### config.mk
export PLATFORM = sky130hd
export DESIGN_NAME = seg7_capture_flat
export DESIGN_NICKNAME = d
export VERILOG_FILES = /design/src/rtl/seg7_capture_if.sv /design/src/rtl/seg7_capture.sv /design/src/flat_wrapper.sv
export SDC_FILE = /design/constraint.sdc
export NUM_CORES = 1
export LEC_CHECK = 0
export CORE_MARGIN = 1
export CORE_UTILIZATION = 51
export CTS_CLUSTER_SIZE = 20
export DETAILED_ROUTE_END_ITERATION = 7
export PLACE_DENSITY = 0.76
export SLEW_MARGIN = 10
export SYNTH_ARGS = -nofsm -noshare
export SYNTH_HDL_FRONTEND = slang
export SYNTH_SLANG_ARGS = --single-unit
### constraint.sdc
create_clock -name iClk -period 4.1 [get_ports iClk]
set_input_delay 0.41 -clock iClk [delete_from_list [all_inputs] [get_ports iClk]]
set_output_delay 0.41 -clock iClk [all_outputs]
set_load 0.02 [all_outputs]
### src/rtl/seg7_capture_if.sv
// Purpose: bundles the 7-segment scan inputs and the capture results of seg7_capture.
// Latency: none (wires only).
// Backpressure: none; outputs are single-cycle pulses plus held values.
interface seg7_capture_if;
  logic [7:0]  iAn;
  logic [6:0]  iSeg;
  logic [3:0]  oDigit;
  logic [2:0]  oIndex;
  logic        oValid;
  logic        oErr;
  logic [31:0] oFrame;
  logic        oFrameValid;

  // Stimulus side: drives the display lines, observes capture results.
  modport master (
    output iAn, iSeg,
    input  oDigit, oIndex, oValid, oErr, oFrame, oFrameValid
  );

  // Capture block side.
  modport slave (
    input  iAn, iSeg,
    output oDigit, oIndex, oValid, oErr, oFrame, oFrameValid
  );
endinterface

### src/rtl/seg7_capture.sv
// Purpose: snoops a multiplexed active-low 7-seg display and recovers digits and whole 8-digit frames.
// Latency: oValid/oErr high in the cycle after edge k+STABLE_CYCLES+1 for inputs changed before edge k.
// Backpressure: none; results are fire-and-forget pulses. Macro SEG7_CAPTURE_HEX_EN adds A..F decoding.
module seg7_capture #(
  parameter int unsigned STABLE_CYCLES = 4
) (
  input  logic          iClk,
  input  logic          iRst_n,
  seg7_capture_if.slave bus
);

  typedef enum logic {TRACK, HOLD} stateT;

  localparam logic [3:0] CNT_MAX = 4'(STABLE_CYCLES);

  logic [7:0]       anMeta, anSync, anPrev;
  logic [6:0]       segMeta, segSync, segPrev;
  logic [3:0]       stableCnt, stableCntNext;
  stateT            state, stateNext;
  logic             sampleChanged;
  logic             evalNow;
  logic             oneSel;
  logic [2:0]       selIndex;
  logic             decodeOk;
  logic [3:0]       decodeVal;
  logic [7:0][3:0]  slots, slotsWithNew;
  logic [7:0]       seen, seenWithNew;
  logic [3:0]       digitQ;
  logic [2:0]       indexQ;
  logic             validQ, errQ, frameValidQ;
  logic [31:0]      frameQ;

  // Two-flop synchronizer; resets to the blank (all-ones) pattern.
  always_ff @(posedge iClk or negedge iRst_n) begin
    if (!iRst_n) begin
      anMeta  <= '1;
      anSync  <= '1;
      segMeta <= '1;
      segSync <= '1;
    end else begin
      anMeta  <= bus.iAn;
      anSync  <= anMeta;
      segMeta <= bus.iSeg;
      segSync <= segMeta;
    end
  end

  assign sampleChanged = ({anSync, segSync} != {anPrev, segPrev});

  // Previous-sample, stability counter and FSM state registers.
  always_ff @(posedge iClk or negedge iRst_n) begin
    if (!iRst_n) begin
      anPrev    <= '1;
      segPrev   <= '1;
      stableCnt <= '0;
      state     <= TRACK;
    end else begin
      anPrev    <= anSync;
      segPrev   <= segSync;
      stableCnt <= stableCntNext;
      state     <= stateNext;
    end
  end

  // Next-state logic: evaluation fires only on the single TRACK->HOLD step.
  always_comb begin
    stableCntNext = stableCnt;
    stateNext     = state;
    evalNow       = 1'b0;
    if (sampleChanged) begin
      stableCntNext = 4'd1;
      stateNext     = TRACK;
    end else begin
      case (state)
        TRACK: begin
          if (stableCnt >= CNT_MAX - 4'd1) begin
            stableCntNext = CNT_MAX;
            stateNext     = HOLD;
            evalNow       = 1'b1;
          end else begin
            stableCntNext = stableCnt + 4'd1;
          end
        end
        HOLD: begin
          stableCntNext = CNT_MAX;
        end
        default: begin
          stateNext = TRACK;
        end
      endcase
    end
  end

  assign oneSel = $onehot(~anSync);

  // Position of the low digit-select line; meaningful only when oneSel is set.
  always_comb begin
    selIndex = '0;
    for (int i = 0; i < 8; i++) begin
      if (!anSync[i]) selIndex = 3'(i);
    end
  end

  // Segment pattern (g..a, active-low) to digit value.
  always_comb begin
    decodeOk  = 1'b1;
    decodeVal = 4'd0;
    case (segSync)
      7'b1000000: decodeVal = 4'h0;
      7'b1111001: decodeVal = 4'h1;
      7'b0100100: decodeVal = 4'h2;
      7'b0110000: decodeVal = 4'h3;
      7'b0011001: decodeVal = 4'h4;
      7'b0010010: decodeVal = 4'h5;
      7'b0000010: decodeVal = 4'h6;
      7'b1111000: decodeVal = 4'h7;
      7'b0000000: decodeVal = 4'h8;
      7'b0010000: decodeVal = 4'h9;
`ifdef SEG7_CAPTURE_HEX_EN
      7'b0001000: decodeVal = 4'hA;
      7'b0000011: decodeVal = 4'hB;
      7'b1000110: decodeVal = 4'hC;
      7'b0100001: decodeVal = 4'hD;
      7'b0000110: decodeVal = 4'hE;
      7'b0001110: decodeVal = 4'hF;
`endif
      default:    decodeOk  = 1'b0;
    endcase
  end

  // Slot contents and seen mask as they would be after accepting the current digit.
  always_comb begin
    slotsWithNew           = slots;
    slotsWithNew[selIndex] = decodeVal;
    seenWithNew            = seen | (8'b1 << selIndex);
  end

  // Capture results; a completed mask publishes the frame and starts a new one.
  always_ff @(posedge iClk or negedge iRst_n) begin
    if (!iRst_n) begin
      slots       <= '0;
      seen        <= '0;
      frameQ      <= '0;
      digitQ      <= '0;
      indexQ      <= '0;
      validQ      <= 1'b0;
      errQ        <= 1'b0;
      frameValidQ <= 1'b0;
    end else begin
      validQ      <= 1'b0;
      errQ        <= 1'b0;
      frameValidQ <= 1'b0;
      if (evalNow && oneSel) begin
        if (decodeOk) begin
          digitQ <= decodeVal;
          indexQ <= selIndex;
          slots  <= slotsWithNew;
          validQ <= 1'b1;
          if (seenWithNew == 8'hFF) begin
            frameQ      <= slotsWithNew;
            frameValidQ <= 1'b1;
            seen        <= '0;
          end else begin
            seen <= seenWithNew;
          end
        end else begin
          errQ <= 1'b1;
        end
      end
    end
  end

  assign bus.oDigit      = digitQ;
  assign bus.oIndex      = indexQ;
  assign bus.oValid      = validQ;
  assign bus.oErr        = errQ;
  assign bus.oFrame      = frameQ;
  assign bus.oFrameValid = frameValidQ;

endmodule

### src/flat_wrapper.sv
// flat-port wrapper written by rule: the top's interface ports become plain ports
module seg7_capture_flat 
#(
  parameter int unsigned STABLE_CYCLES = 4
)
  (iClk, iRst_n, bus_iAn, bus_iSeg, bus_oDigit, bus_oIndex, bus_oValid, bus_oErr, bus_oFrame, bus_oFrameValid);
  seg7_capture_if bus_i ();
  input  logic iClk;
  input  logic iRst_n;
  input wire logic [$bits(bus_i.iAn)-1:0] bus_iAn;
  input wire logic [$bits(bus_i.iSeg)-1:0] bus_iSeg;
  output wire logic [$bits(bus_i.oDigit)-1:0] bus_oDigit;
  output wire logic [$bits(bus_i.oIndex)-1:0] bus_oIndex;
  output wire logic [$bits(bus_i.oValid)-1:0] bus_oValid;
  output wire logic [$bits(bus_i.oErr)-1:0] bus_oErr;
  output wire logic [$bits(bus_i.oFrame)-1:0] bus_oFrame;
  output wire logic [$bits(bus_i.oFrameValid)-1:0] bus_oFrameValid;
  assign bus_i.iAn = bus_iAn;
  assign bus_i.iSeg = bus_iSeg;
  assign bus_oDigit = bus_i.oDigit;
  assign bus_oIndex = bus_i.oIndex;
  assign bus_oValid = bus_i.oValid;
  assign bus_oErr = bus_i.oErr;
  assign bus_oFrame = bus_i.oFrame;
  assign bus_oFrameValid = bus_i.oFrameValid;
  seg7_capture #(.STABLE_CYCLES(STABLE_CYCLES)) u_core (.iClk(iClk), .iRst_n(iRst_n), .bus(bus_i));
endmodule
==> impl_metrics.ini <==
[run_status]
status = completed

[placement]
place.detailed.instances = 605
buffer_ports.inserted = 58
routabilityCongestion = 0.862
total_cell_area_at_the_placement_stage_um2 = 6530
pre_cts_slack_ns = -0.0519
detailed_place_hpwl_um = 7480

[layout]
multi_input_comb_area_um2 = 2180
design.final.nets = 514
layout_area_overhead_pct = 23.9
finalNonFillerCells = 637
register_area_um2 = 3360
antennaDiodeCount = 0
fillCellCount = 784
layout-drive-gt1-share_pct = 42.9
final_cell_area_um2 = 7090

[yosys]
syn-num-nets = 440
syn-cell-area_um2 = 5720
ys_seq_area_share_pct = 58.7
yosys_most_used_dff = sky130_fd_sc_hd__dfrtp_1
postSynthCellCount = 410
yosys_warnings = 0
synth_area_per_cell_um2 = 13.9
synth-async-reset-ratio_pct = 100
synth_top_cell_area_share_pct = 38.1
yosysTopAreaCell = sky130_fd_sc_hd__dfrtp_1
synth_edf_count = 0
synth.lib_cells_used.distinct = 52
synthesized_flop_and_latch_total = 132
synth_area_leaders = sky130_fd_sc_hd__dfrtp_1 (38%), sky130_fd_sc_hd__dfstp_2 (21%), sky130_fd_sc_hd__mux2_2 (19%)

[route]
via_total_after_detailed_routing = 3520
drt_pass1_iterations = 5
post-route-drc-count = 0
drt_wl_total_um = 11200
wl_per_cell_um = 17.5
vias_per_cell = 5.53
final_antenna_violating_net_count = 0
detail_route.iter0.violations = 285

[timing]
clock-skew-final_ns = 0.00876
maxSlewHeadroom_pct = 28.3
timing_hold_violations_final = 0
transition_at_the_pin_with_the_smallest_max_transition_slack_ns = 1.08
period_needed_ns = 4.01
fmax_ghz = 0.249
grt_setup_unrepaired = true
share_of_the_clock_period_used_by_the_worst_path_pct = 97.9
final.setup.worst_slack_ns = 0.0870
finalSetupViolCount = 0
final_max_slew_violation_count = 0

[power]
power_uw = 2900
cellLeakagePower_uw = 0.00325
p_sw_share_pct = 21.8
pwr-share-seq_pct = 47.0
pwr_density_nw_per_um2 = 410
max-vdd-ir-drop_mv = 0.292
share_clk_of_total_power_pct = 47.1
comb_power_share_pct = 6.0
p_int_uw = 2270
p_switching_uw = 634

[clocking]
clock_latency_ns = 0.52
clk_transition_reported_paths_ns = 0.05
postCtsSetupBuffers = 0
count_of_h_tree_levels_built_during_cts = 4
ctsHoldBuffers = 0
cts_inserted_buffers = 17
cts_tree = built
cts_sinks = 132
root_buffer = sky130_fd_sc_hd__clkbuf_8
cts.path.max_buffers = 2

[setup_path]
crit_start = u_core.anSync[3]
worst_setup_path_start_kind = flip-flop
critical_register_to_register_path_startpoint = u_core.anSync[3]
critPathKind = reg -> reg
worst_setup_path_end_kind = flip-flop
critPathMaxFanout = 17
crit_required_ns = 4.50
critPathArrivalTime_ns = 4.41

[die]
initial_core_util_pct = 52.5
coreArea_um2 = 10900
die_height_um = 108
i_o_pins = 59
std_cell_rows = 38
floorplan.die_area_um2 = 11600
die-width_um = 108

[global_routing]
antenna_found_initial = 0
globalRouteOverflowTotal = 0
first_global_vias = 3659
grt_max_degree = 86
global_route.usage.total_pct = 21.6
grt_first_pass_wirelength_um = 18600

[job]
drv_cap = 0

[min_path]
worstHoldPathType = in -> async
[flip-flops by register name, indices dropped and copies added, names as in the netlist]
register and count:
u_core.anMeta 8, u_core.anPrev 8, u_core.anSync 8, u_core.bus.oDigit 4, u_core.bus.oErr 1, u_core.bus.oFrame 32, u_core.bus.oFrameValid 1, u_core.bus.oIndex 3
u_core.bus.oValid 1, u_core.seen 8, u_core.segMeta 7, u_core.segPrev 7, u_core.segSync 7, u_core.slots 32, u_core.stableCnt 4, u_core.state 1
[critical path: stages (launching register included)]
cell and delay (ns):
sky130_fd_sc_hd__dfstp_2 0.53, sky130_fd_sc_hd__inv_1 0.07, sky130_fd_sc_hd__ha_1 0.28, sky130_fd_sc_hd__inv_1 0.05, sky130_fd_sc_hd__fa_2 0.37, sky130_fd_sc_hd__fa_1 0.51
sky130_fd_sc_hd__inv_1 0.05, sky130_fd_sc_hd__ha_2 0.17, sky130_fd_sc_hd__fa_2 0.37, sky130_fd_sc_hd__nor4b_4 0.27, sky130_fd_sc_hd__o31ai_2 0.12, sky130_fd_sc_hd__nor4_4 0.24
sky130_fd_sc_hd__and4_4 0.34, sky130_fd_sc_hd__buf_12 0.17, sky130_fd_sc_hd__mux2_2 0.34
[layout make-up]
cell class	count	area share [%]
clock inverters	4	0.282
inverters	26	1.41
repair buffers	74	10.2
clock buffers	28	7.42
flip-flops and latches	132	47.4
well taps	140	2.47
multi-input cells	233	30.8
[cell families after synthesis]
kind of cell	Yosys count	synth area share, %
other	1	0.0656
buffers and inverters	45	3.83
flip-flops	132	58.7
AND/OR/NAND/NOR	67	6.89
XOR/XNOR	16	2.45
multiplexers	98	19.5
AO/OA/AOI/OAI	38	5.16
adder cells (fa/ha/maj)	13	3.37
[power groups by stage]
stage               registers (uW)  clock network [uW]  logic [uW]
floorplan                     1380                   0        97.4
finish                        1360                1370         173
CTS                           1360                1400         166
detailed placement            1380                   0         163
global placement              1380                   0         155
global route                  1370                1460         192
[stage by stage]
| stage | hold WS [ns] | TNS (ns) | utilization (%) |
|---|---|---|---|
| finish | 0.0634 | 0 | 65.1 |
| global route | 0.172 | -0.853 | 65.1 |
| CTS | 0.107 | 0 | 65.0 |
| detailed placement | 0.347 | -1.23 | 60.0 |
| global placement | 0.346 | 0 | 60.0 |
| floorplan | 0.114 | -0.0120 | - |
[layout by cell type, fill, tap and decap left out, drive strengths merged, types with 2 or more instances in the layout]
cell type / count
xnor2: 3
nand3b: 4
o21ai: 7
a21oi: 10
nand3: 12
nor3: 5
xor2: 13
nor2b: 2
nand2: 10
o211ai: 2
a211oi: 3
inv: 26
dfstp: 45
nor4: 8
buf: 17
nor2: 12
ha: 9
clkinv: 4
fa: 4
mux2: 98
nand4: 3
and2: 2
clkdlybuf4s50: 57
a31oi: 8
clkbuf: 28
dfrtp: 87
[routing by layer]
metal	vias to the layer above	track usage [%]	share of wire [%]
met2	132	33.6	49
met1	1777	28.7	45
met3	26	5.93	4.5
met4	0	8.81	1.7
met5	-	0	0
li1	1585	-	-
[cell usage after synthesis, types with 3 or more instances]
| cell | number |
|---|---|
| sky130_fd_sc_hd__a21oi_1 | 10 |
| sky130_fd_sc_hd__a31oi_1 | 8 |
| sky130_fd_sc_hd__buf_2 | 4 |
| sky130_fd_sc_hd__buf_4 | 3 |
| sky130_fd_sc_hd__buf_6 | 3 |
| sky130_fd_sc_hd__clkbuf_1 | 8 |
| sky130_fd_sc_hd__dfrtp_1 | 87 |
| sky130_fd_sc_hd__dfstp_2 | 45 |
| sky130_fd_sc_hd__fa_1 | 4 |
| sky130_fd_sc_hd__ha_1 | 9 |
| sky130_fd_sc_hd__inv_1 | 26 |
| sky130_fd_sc_hd__mux2_2 | 95 |
| sky130_fd_sc_hd__mux2_4 | 3 |
| sky130_fd_sc_hd__nand2_1 | 9 |
| sky130_fd_sc_hd__nand3_1 | 11 |
| sky130_fd_sc_hd__nand3b_1 | 4 |
| sky130_fd_sc_hd__nand4_1 | 3 |
| sky130_fd_sc_hd__nor2_1 | 12 |
| sky130_fd_sc_hd__nor3_1 | 5 |
| sky130_fd_sc_hd__nor4_1 | 6 |
| sky130_fd_sc_hd__o21ai_0 | 6 |
| sky130_fd_sc_hd__xnor2_1 | 3 |
| sky130_fd_sc_hd__xor2_1 | 13 |
[worst paths after layout]
check,to,slack (ns),cells past startpoint
worst max-delay path,u_core.bus.oFrame[8],0.09,14
worst min-delay path,u_core.bus.oFrame[28],0.06,1
worst max register to register,u_core.bus.oFrame[8],0.09,14
worst min register to register,u_core.anSync[2],0.35,0
max in group asynchronous,u_core.anPrev[7],2.98,2
min in group iClk,u_core.anMeta[6],0.30,1
[timing repair]
action | in CTS | in global routing
gates resized for setup | 0 | 1
setup endpoints to repair | 44 | 48
pin swaps | 2 | 1
Note: power is estimated with default switching activity, not from simulation.
